$ cat src/rtl/rf_write_arbiter.sv
// Single write port driver for the 3R/1W register file: arbitrates pipeline writeback
// against buffered MDU results, registers the winner and exposes it for forwarding.
module rf_write_arbiter #(
    parameter int DEPTH      = 2,
    parameter int STARVE_MAX = 4
) (
    input  logic        clk,
    input  logic        rst,
    input  logic        pipe_we,
    input  logic [4:0]  pipe_wa,
    input  logic [31:0] pipe_wd,
    input  logic        mdu_valid,
    input  logic [4:0]  mdu_wa,
    input  logic [31:0] mdu_wd,
    output logic        mdu_ready,
    output logic        stall_req,
    output logic        we,
    output logic [4:0]  wa,
    output logic [31:0] wd,
    input  logic [4:0]  fwd_ra1,
    input  logic [4:0]  fwd_ra2,
    output logic        fwd_hit1,
    output logic        fwd_hit2,
    output logic [31:0] fwd_data
);
    localparam int AW = (DEPTH > 1) ? $clog2(DEPTH) : 1;
    localparam int SW = $clog2(STARVE_MAX + 1);
    localparam logic [AW:0]   FULL_CNT   = (AW+1)'(DEPTH);
    localparam logic [SW-1:0] STARVE_TOP = SW'(STARVE_MAX - 1);

    logic [4:0]       fifo_wa_q [DEPTH];
    logic [31:0]      fifo_wd_q [DEPTH];
    logic [DEPTH-1:0] fifo_live_q;

    logic [AW-1:0] rd_ptr_q, rd_ptr_d, wr_ptr_q, wr_ptr_d;
    logic [AW:0]   count_q, count_d;
    logic [SW-1:0] starve_q, starve_d;
    logic          stall_q, stall_d;
    logic          we_q, we_d;
    logic [4:0]    wa_q, wa_d;
    logic [31:0]   wd_q, wd_d;

    logic pipe_req, fifo_empty, push, pop, head_write;

    assign pipe_req   = pipe_we && (pipe_wa != 5'd0);
    assign fifo_empty = (count_q == '0);
    // Ready looks only at the registered count, so a full FIFO refuses even while popping.
    assign mdu_ready  = !rst && (count_q != FULL_CNT);
    assign push       = mdu_valid && mdu_ready;
    assign pop        = !pipe_req && !fifo_empty;
    assign head_write = fifo_live_q[rd_ptr_q] && (fifo_wa_q[rd_ptr_q] != 5'd0);

    always_comb begin
        // NOTE: every signal gets a default first so no path leaves one unassigned (no latch).
        we_d     = 1'b0;
        wa_d     = wa_q;
        wd_d     = wd_q;
        rd_ptr_d = rd_ptr_q;
        wr_ptr_d = wr_ptr_q;
        count_d  = count_q;
        starve_d = '0;
        stall_d  = 1'b0;

        if (pipe_req) begin
            we_d = 1'b1;
            wa_d = pipe_wa;
            wd_d = pipe_wd;
        end else if (pop) begin
            rd_ptr_d = rd_ptr_q + AW'(1);
            if (head_write) begin
                we_d = 1'b1;
                wa_d = fifo_wa_q[rd_ptr_q];
                wd_d = fifo_wd_q[rd_ptr_q];
            end
        end

        if (push) wr_ptr_d = wr_ptr_q + AW'(1);

        case ({push, pop})
            2'b10:   count_d = count_q + (AW+1)'(1);
            2'b01:   count_d = count_q - (AW+1)'(1);
            default: count_d = count_q;
        endcase

        // Counter saturates so a violated stall keeps being requested until the head drains.
        if (!fifo_empty && !pop) begin
            stall_d  = (starve_q == STARVE_TOP);
            starve_d = stall_d ? starve_q : starve_q + SW'(1);
        end
    end

    // NOTE: FIFO storage is not reset; count/pointers define which slots are meaningful.
    always_ff @(posedge clk) begin
        if (pipe_req) begin
            for (int i = 0; i < DEPTH; i++) begin
                if (fifo_wa_q[i] == pipe_wa) fifo_live_q[i] <= 1'b0;
            end
        end
        if (push) begin
            fifo_wa_q[wr_ptr_q]   <= mdu_wa;
            fifo_wd_q[wr_ptr_q]   <= mdu_wd;
            fifo_live_q[wr_ptr_q] <= 1'b1;
        end
    end

    // NOTE: state registers use non-blocking assignments so all update together at the edge.
    always_ff @(posedge clk or posedge rst) begin
        if (rst) begin
            rd_ptr_q <= '0;
            wr_ptr_q <= '0;
            count_q  <= '0;
            starve_q <= '0;
            stall_q  <= 1'b0;
            we_q     <= 1'b0;
            wa_q     <= 5'd0;
            wd_q     <= 32'd0;
        end else begin
            rd_ptr_q <= rd_ptr_d;
            wr_ptr_q <= wr_ptr_d;
            count_q  <= count_d;
            starve_q <= starve_d;
            stall_q  <= stall_d;
            we_q     <= we_d;
            wa_q     <= wa_d;
            wd_q     <= wd_d;
        end
    end

    assign stall_req = stall_q;
    assign we        = we_q;
    assign wa        = wa_q;
    assign wd        = wd_q;
    assign fwd_data  = wd_q;
    assign fwd_hit1  = we_q && (wa_q != 5'd0) && (fwd_ra1 == wa_q);
    assign fwd_hit2  = we_q && (wa_q != 5'd0) && (fwd_ra2 == wa_q);
endmodule
$ cat config.mk
export PLATFORM = sky130hd
export DESIGN_NAME = rf_write_arbiter
export DESIGN_NICKNAME = d
export VERILOG_FILES = /design/src/rtl/rf_write_arbiter.sv
export SDC_FILE = /design/constraint.sdc
export NUM_CORES = 1
export LEC_CHECK = 0
export ABC_AREA = 1
export BUFFER_PORTS_ARGS = -buffer_cell sky130_fd_sc_hd__buf_2
export CORE_MARGIN = 4
export CORE_UTILIZATION = 25
export DETAILED_ROUTE_END_ITERATION = 8
export PLACE_DENSITY_LB_ADDON = 0.1
export SLEW_MARGIN = 20
export SYNTH_ARGS = -nofsm -noshare
export SYNTH_HDL_FRONTEND = slang
export SYNTH_SLANG_ARGS = --single-unit
$ cat constraint.sdc
create_clock -name clk -period 3.4 [get_ports clk]
set_clock_uncertainty 0.05 [all_clocks]
set_input_delay 0.34 -clock clk [delete_from_list [all_inputs] [get_ports clk]]
set_output_delay 0.34 -clock clk [all_outputs]
set_load 0.01 [all_outputs]
# == Word-level counts from Yosys, hierarchy flattened ==
# Memory sizes are Yosys's and may differ from the RTL's.
# Cells that the tools add are included.
# classes
n_addsub,5
magnitude_cmp,3
eq_ne,9
mux,23
bitwise,2
n_reduce_logical,23
# ops
op,count
$mux W32,3
$eq A5 B5 Y1,4
$mux W5,3
$reduce_bool A5 Y1,3
$mux W1,11
$logic_and A1 B1 Y1,10
$mux W3,2
$reduce_bool A2 Y1,3
$logic_not A1 Y1,4
$lt A1 B2 Y1 const B,2
$mux W2,2
$ne A2 B2 Y1 const B,2
$pmux W2 S2,1
$reduce_and A2 Y1,2
$add A3 B1 Y3 const B,1
$eq A3 B2 Y1 const B,1
$add A1 B1 Y1 const B,2
$add A2 B1 Y2 const B,1
$eq A2 B1 Y1 const B,1
$eq A2 B2 Y1 const B,1
$logic_not A2 Y1,1
$or A2 B2 Y2,1
$sub A2 B1 Y2 const B,1
$demux W1 S1,1
2 further kinds,2
# totals
regBits,48
mem_bits_rw,74
input_bits,88
output_inout_bits,74
memories,2
# memory_table
name,depth,word_bits,rd,rd_clocked_by_memory_dff,wr,line,rtl
fifo_wd_q,2,32,1,0,1,32,logic [31:0] fifo_wd_q [DEPTH];
fifo_wa_q,2,5,3,0,1,31,logic [4:0] fifo_wa_q [DEPTH];

# == Depth between registers and ports, before layout ==
# Gate-level depths: netlist of the first run.
# logic_depth
word_depth,7
ltp_mapped,11

# == Least setup slack after synthesis of the first run ==
# No wires, ideal clock.
# synth_timing
kind,reg2reg
from,register count_q[0]
to,"memory fifo_wa_q[0][0], enable pin"
setup_time_ns,0.433
t_arrival_ns,2.453
path_slack_ns,0.464
path_stages_with_launch,5
n_path_buf,0
path_cell_list,dfrtp_1 -> inv_1 -> a21oi_1 -> nand2_1 -> nor2_1
# synth_between
elab_chain_len,5
# synth_rtl
item,line,rtl
from (decl),36,"logic [AW:0] count_q, count_d;"
from (signal assigned),120,count_q <= count_d;
$ne A2 B2 Y1,48,assign mdu_ready = !rst && (count_q != FULL_CNT);
$logic_and A1 B1 Y1,48,
via mdu_ready,15,"output logic mdu_ready,"
$logic_and A1 B1 Y1,49,assign push = mdu_valid && mdu_ready;
$mux W1,99,if (push) begin
$mux W1 (not written as such),100,fifo_wa_q[wr_ptr_q] <= mdu_wa;
to (decl),31,
# The timed path passes the listed nets, and every way through them passes these cells.

# == Worst setup path in the final report of the first run ==
# layout_timing
from,register rd_ptr_q
to,"register wd_q[21], in the netlist fwd_data[21]"
# layout_between
elab_chain_len,5
# layout_rtl
item,line,rtl
from (decl),35,"logic [AW-1:0] rd_ptr_q, rd_ptr_d, wr_ptr_q, wr_ptr_d;"
from (signal assigned),118,rd_ptr_q <= rd_ptr_d;
$mem_v2 Z2 W5 / $mux W1 (equally long branches),-,
$reduce_bool A5 Y1 / $mux W1 (equally long branches),51,assign head_write = fifo_live_q[rd_ptr_q] && (fifo_wa_q[rd_ptr_q] != 5'd0);
$logic_and A1 B1 Y1,51,
$reduce_bool A2 Y1 (no source line),-,
$reduce_and A2 Y1 (no source line),-,
to (signal assigned),125,wd_q <= wd_d;
to (decl),41,"logic [31:0] wd_q, wd_d;"
# Parallel ways exist; a longest one is shown, timed or not. The select of a mux whose other input is x is not followed.
# A chain may end at the register's enable or synchronous reset.

==> results of run 1 <==
==> worst paths after layout <==
check / to / start / slack [ns] / cells after the start
worst min register to register: fifo_live_q[0] / fifo_live_q[0] / 0.40 / 2
worst max register to register: fwd_data[21] / rd_ptr_q / 1.09 / 9
max in group asynchronous: fwd_data[4] / rst / 2.74 / 2
worst max-delay path: fwd_data[21] / rd_ptr_q / 1.09 / 9
min in group clk: fifo_wd_q[1][15] / mdu_wd[15] / 0.06 / 1
worst min-delay path: fwd_data[25] / rst / 0.03 / 2
==> cell usage in the layout (no fill, tap or decap) <==
cell type     n
clkinvlp_4    2
nor2_1       17
o21ai_4       1
ha_1          3
clkinv_1      1
clkbuf_16    17
nand2_2       4
inv_2         4
buf_4         9
edfxtp_1     74
inv_6         7
xnor2_1      14
nor3_1        2
inv_8         2
nand4_1       2
nor2_4        2
nand3_1      90
dfxtp_1       2
o211ai_1      1
bufinv_16     1
inv_1        15
nand3_2      21
o21ai_0       2
o21ai_1       1
a21oi_1       5
diode_2       1
nand2_1     239
buf_2       161
clkinv_4      2
nand2_4       1
dfrtp_1      46
clkinv_2      1
xor2_1       10
==> registers in the layout (all words and copies together), names as in the netlist <==
name         cells
wa               5
fifo_wd_q       64
fifo_live_q      2
we               1
rd_ptr_q         1
stall_req        1
wr_ptr_q         1
count_q          2
starve_q         3
fwd_data        32
fifo_wa_q       10
==> where the power goes <==
part / leakage, uW / total [uW] / switching (uW) / internal (uW)
clock: 0.000278 / 1770 / 736 / 1030
combinational: 0.00196 / 2230 / 1450 / 781
sequential: 0.00126 / 2260 / 294 / 1970
total: 0.00350 / 6260 / 2480 / 3780
==> cells in the mapped netlist <==
master / number / share of area
a21oi_1: 5 / 0.0042
xnor2_1: 14 / 0.021
nand3_2: 21 / 0.035
nand2_2: 3 / 0.0032
dfxtp_1: 2 / 0.0067
o21ai_4: 1 / 0.0027
inv_1: 16 / 0.010
nor3_1: 2 / 0.0017
ha_1: 3 / 0.0063
o211ai_1: 1 / 0.0013
nand2_1: 240 / 0.15
o21ai_0: 2 / 0.0017
inv_2: 4 / 0.0025
nand3_1: 90 / 0.076
nand4_1: 2 / 0.0021
edfxtp_1: 74 / 0.37
buf_2: 12 / 0.010
dfrtp_1: 46 / 0.19
buf_4: 38 / 0.048
buf_12: 2 / 0.0067
nor2_1: 19 / 0.012
o21ai_1: 1 / 0.00084
nand2_4: 1 / 0.0019
xor2_1: 10 / 0.015
buf_1: 3 / 0.0019
clkbuf_1: 8 / 0.0051
buf_6: 2 / 0.0038
==> cells by family (layout without fill, tap and decap cells) <==
logic type | count (synthesis) | in the layout
AND/OR/NAND/NOR | 378 | 378
flip-flops | 122 | 122
buffers and inverters | 85 | 222
XOR/XNOR | 24 | 24
AO/OA/AOI/OAI | 10 | 10
adder cells (fa/ha/maj) | 3 | 3
other | 0 | 1
==> cell type report <==
cell class / instances / area share
Multi-Input combinational cell: 415 / 0.274
Timing Repair Buffer: 170 / 0.119
Inverter: 20 / 0.0104
Clock buffer: 17 / 0.0578
Antenna cell: 1 / 0.000340
Sequential cell: 122 / 0.464
Clock inverter: 15 / 0.0204
Tap cell: 319 / 0.0543
==> worst max-delay path, stage by stage (launching register included) <==
cell and delay, ns:
dfrtp_1 0.34, buf_4 0.26, inv_2 0.19, nand2_1 0.09, nand2_1 0.10, nor2_1 0.13, nand3_1 0.10, nand2_2 0.69
nand3_1 0.18, nand2_1 0.10
==> layer usage <==
| layer | vias up | wire length, um | share of wire |
|---|---|---|---|
| met4 | 0 | 262 | 0.016 |
| li1 | 2258 | - | - |
| met3 | 15 | 970 | 0.058 |
| met1 | 2058 | 8110 | 0.48 |
| met5 | - | 0 | 0 |
| met2 | 125 | 7410 | 0.44 |
==> metrics by stage <==
step | setup slack, ns | cells
floorplan | 0.464 | 622
global placement | 1.01 | 1046
detailed placement | 0.974 | 1046
CTS | 1.04 | 1078
global route | 0.825 | 1078
finish | 1.09 | 1079
==> metrics.txt, run 1 <==
initial antenna violation count 0; Hold Crit Class in2async; CTS HTree Levels 4; final WL 16800 um; Nets 837; Post-Synth Simple-Gate Area 0.284; met2 Use GR 0.182; Final Setup Violations 0; Resize count post-CTS 0; Storage cell area 0.00341 sq mm; Die W 162 um; DR iter-0 viols 266; Final Max Tran Viols 0; fill cell count 2500; unrepaired setup endpoints after global routing no; DP Area 0.00678 sq mm; CTS tree yes; Reg clk slew, reported paths 0.06 ns; number of global-route vias before repair 4388; setup repair bufs after CTS 0; number of library cell types mapped by synthesis 27; GPL Wtd Cong between 0.8 and 0.9; combinational family with the most area after synthesis simple AND/OR/NAND/NOR gates; Tot Pwr between 6000 and 7000 uW; core area 0.0234 sq mm; post-layout min period between 2 and 2.5 ns; CTS sink cnt 122; synthesis warning total 0; Synth Register Bits approximately 120; Adder-Cell Fraction of Synth Area 0.00633; status complete, no violations; routed via count ~4500; final clock period utilization by the worst path 0.679; post-synthesis compound-gate area fraction 0.0108; mapped cell area 0.00593 sq mm; Slew HR 0.347; clk_lat worst skew 0.41 ns; Area Overhead vs Synth 23.9%; Post-CTS Hold Fix Bufs 0; Post-Syn Nets 713; final hold viol count 0; Mapped Cells 622; worst hold margin 0.0349 ns; I/O pin count between 150 and 200; port bufs 161; routed length per instance 15.5 um; final core occ 0.314; largest net degree at the start of global routing 59; syn avg cell area 9.54 sq um; Die ar. between 0.02 and 0.03 sq mm; total grt overflow 0; Worst VDD drop 0.323 mV; Crit Path Category reg2reg; GRT Overall Usage 0.127; grt met1 use 0.187; total clock buffers created by CTS 17; # DRC 0; xor/xnor share of the synthesized area 0.0354; global-route wire length before repair roughly 26000 um; MaxCap Viol Count 0; ANT nets after route 0; Max clock buf depth 2; busiest grt layer met1; CP max FO 38; register area share after synthesis 0.575; Die Y approximately 160 um; post-synthesis mux area share 0; Placement Rows 56; GRT met3 Usage 0.0310; Detailed Place HPWL 12200 um; fmax between 0.4 and 0.5 GHz; drt first pass iters 4; Initial Util 0.254; Sum Neg Setup Slack 0 ns; Leak Pwr between 0.003 and 0.004 uW; design area 0.00735 sq mm; layout cells sized above 1 0.310; WP data arrival 2.60 ns; Crit. End Element register; Crit path required time 3.69 ns; CP Launch Type register; drt via density just over 4; worst slew pin tran 0.975 ns; area occupied by multi-input gates a little over 0.002 sq mm; pwr dens 851 mW/mm^2; clk root buf clkbuf_16
Note: power is estimated with default switching activity, not from simulation.
==> run 2, diff against run 1 <==
==> constraint.sdc (replaced) <==
create_clock -name clk -period 2 [get_ports clk]
set_clock_uncertainty 0.05 [all_clocks]
set_input_delay 0.2 -clock clk [delete_from_list [all_inputs] [get_ports clk]]
set_output_delay 0.2 -clock clk [all_outputs]
set_load 0.01 [all_outputs]
==> run 2 against run 1 <==
Effect of this change: final cell count is 4.0% higher; combinational power is 78% higher; die area stayed put; clock power is 70% higher; sequential share of layout area is 3.0 points lower; largest cell class unchanged; register-to-register slack worse by 0.85 ns; power is 73% higher; highest routed layer unchanged; core utilization is 2.2 points higher; first-iteration DRC count is 35% lower; critical path depth is 2 lower; sequential cell count stayed put.
==> metrics.txt, run 2 (synthesized netlist as in run 1, its figures left out) <==
post-layout min period 1.76 ns (-0.553 ns); grt met1 use 0.183 (-0.00349); unrepaired setup endpoints after global routing no; busiest grt layer met2; R2R Setup Slk 0.24 ns (-0.85 ns); most frequent cells in the layout nand2_1, buf_2, nand3_1, edfxtp_1, dfrtp_1; pre-CTS WS 0.194 ns (-0.780 ns); total clock buffers created by CTS 17 (unchanged); Placement Rows 56 (unchanged); routed length per instance 14.6 um (-5.7%); setup repair bufs after CTS 0 (unchanged); DP Area 0.00690 sq mm (+1.8%); MaxCap Viol Count 0 (unchanged); Final Max Tran Viols 0 (unchanged); Initial Util 0.254 (unchanged); CP max FO 5 (-87%); worst slew pin tran 0.409 ns (-0.566 ns); pwr dens 1380 mW/mm^2 (+62%); most common cell after layout, fill and taps aside nand2_1; CP Launch Type register; clk_lat worst skew 0.41 ns (about the same); Reg clk slew, reported paths 0.06 ns (about the same); final clock period utilization by the worst path 0.878 (+0.199); drt via density 4.03 (-2.5%); DR iter-0 viols 173 (-35%); drt first pass iters 4 (unchanged); clk root buf clkbuf_16; final WL 16400 um (-1.9%); layout cells sized above 1 0.301 (-0.00825); Detailed Place HPWL 12000 um (-1.3%); port bufs 161 (unchanged); Final Setup Violations 0 (unchanged); final hold viol count 0 (unchanged); max FFs per register 64 (unchanged); core area 0.0234 sq mm (unchanged); routed via count 4520 (+1.4%); r2r worst-path depth 7 (-2); Crit path required time 2.25 ns (-1.44 ns); number of global-route vias before repair 4560 (+3.9%); final core occ 0.336 (+0.0216); FF-to-FF Start count_q[0]; Largest Register fifo_wd_q; WP data arrival 2.00 ns (-0.60 ns); initial antenna violation count 0 (unchanged); Critical path origin count_q[0]; design area 0.00786 sq mm (+6.9%); n_diodes 0 (-1); Die Y 162 um (unchanged); Hold Crit Class in2reg; global-route wire length before repair 25700 um (+0.54%); Leak Pwr 0.00371 uW (+6.0%); Crit. End Element register; status complete, no violations; GPL Wtd Cong 0.866 (+4.8%); largest net degree at the start of global routing 79 (+34%); CTS sink cnt 122 (unchanged); Hold Path Depth 5; GRT Overall Usage 0.126 (-0.000492); I/O pin count 162 (unchanged); worst reg2reg endpoint count_q[1]; Die W 162 um (unchanged); fmax 0.570 GHz (+32%); worst setup margin 0.245 ns (-0.847 ns); total grt overflow 0 (unchanged); CTS HTree Levels 4 (unchanged); GRT met3 Usage 0.0304 (-0.000507); Hold Crit Start pipe_wd[16]; Hold Path Sink fwd_data[16]; Slew HR 0.727 (+0.380); ANT nets after route 0 (unchanged); # DRC 0 (unchanged); Nets 881 (+5.3%); Crit Path Category reg2reg; Area Overhead vs Synth 32.4%; Worst VDD drop 0.630 mV (+95%); Max clock buf depth 2 (unchanged); Die ar. 0.0263 sq mm (unchanged); Sum Neg Setup Slack 0 ns (unchanged); met2 Use GR 0.189 (+0.00609); CTS tree yes; Tot Pwr 10800 uW (+73%)
[run 2: layer usage]
metal | vias up | part of all wire
met2 | 107 | 0.44
li1 | 2348 | -
met3 | 10 | 0.043
met1 | 2055 | 0.51
met5 | - | 0
met4 | 0 | 0.0092
[run 2: worst max path at each step]
stage / end / cells past startpoint
finish: count_q[1] / 7
global route: wa[1] / 8
CTS: fwd_data[0] / 8
detailed placement: fwd_data[0] / 8
global placement: fwd_data[0] / 8
floorplan: fifo_wa_q[0][0] / 4
[run 2: area by class of cell]
cell class	count	area, sq um
sequential	122	3410
fill	2478	15500
timing repair buffer	214	1380
tap	319	399
inverter	20	75.1
multi-input combinational	415	2010
clock buffer	17	425
clock inverter	15	155
[run 2: metrics by stage]
stage                     std cells  hold WS (ns)
after floorplan                 622         0.249
after global routing           1122         0.135
after CTS                      1122        0.0974
after detailed placement       1052         0.216
final                          1122         0.123
after global placement         1052         0.216
[run 2: worst max-delay path, cell delays in order, from the launching register on]
cell and delay (ns):
dfrtp_1 0.42, inv_1 0.06, a21oi_1 0.17, nand2_1 0.21, ha_1 0.37, a21oi_1 0.12, o21ai_0 0.11, xnor2_1 0.14
[run 2: report_power, final]
| group | switching, uW | leakage (uW) | internal [uW] | total, uW |
|---|---|---|---|---|
| registers | 509 | 0.00126 | 3350 | 3860 |
| logic | 2450 | 0.00218 | 1530 | 3980 |
| clock network | 1250 | 0.000273 | 1750 | 3010 |
| total | 4210 | 0.00371 | 6630 | 10800 |
[run 2: timing repair]
action | 4_1_cts | 5_1_grt
resized for setup | 0 | 1
hold buffers | 38 | 0
hold endpoints to repair | 120 | 0
endpoints found under the setup margin | 0 | 2
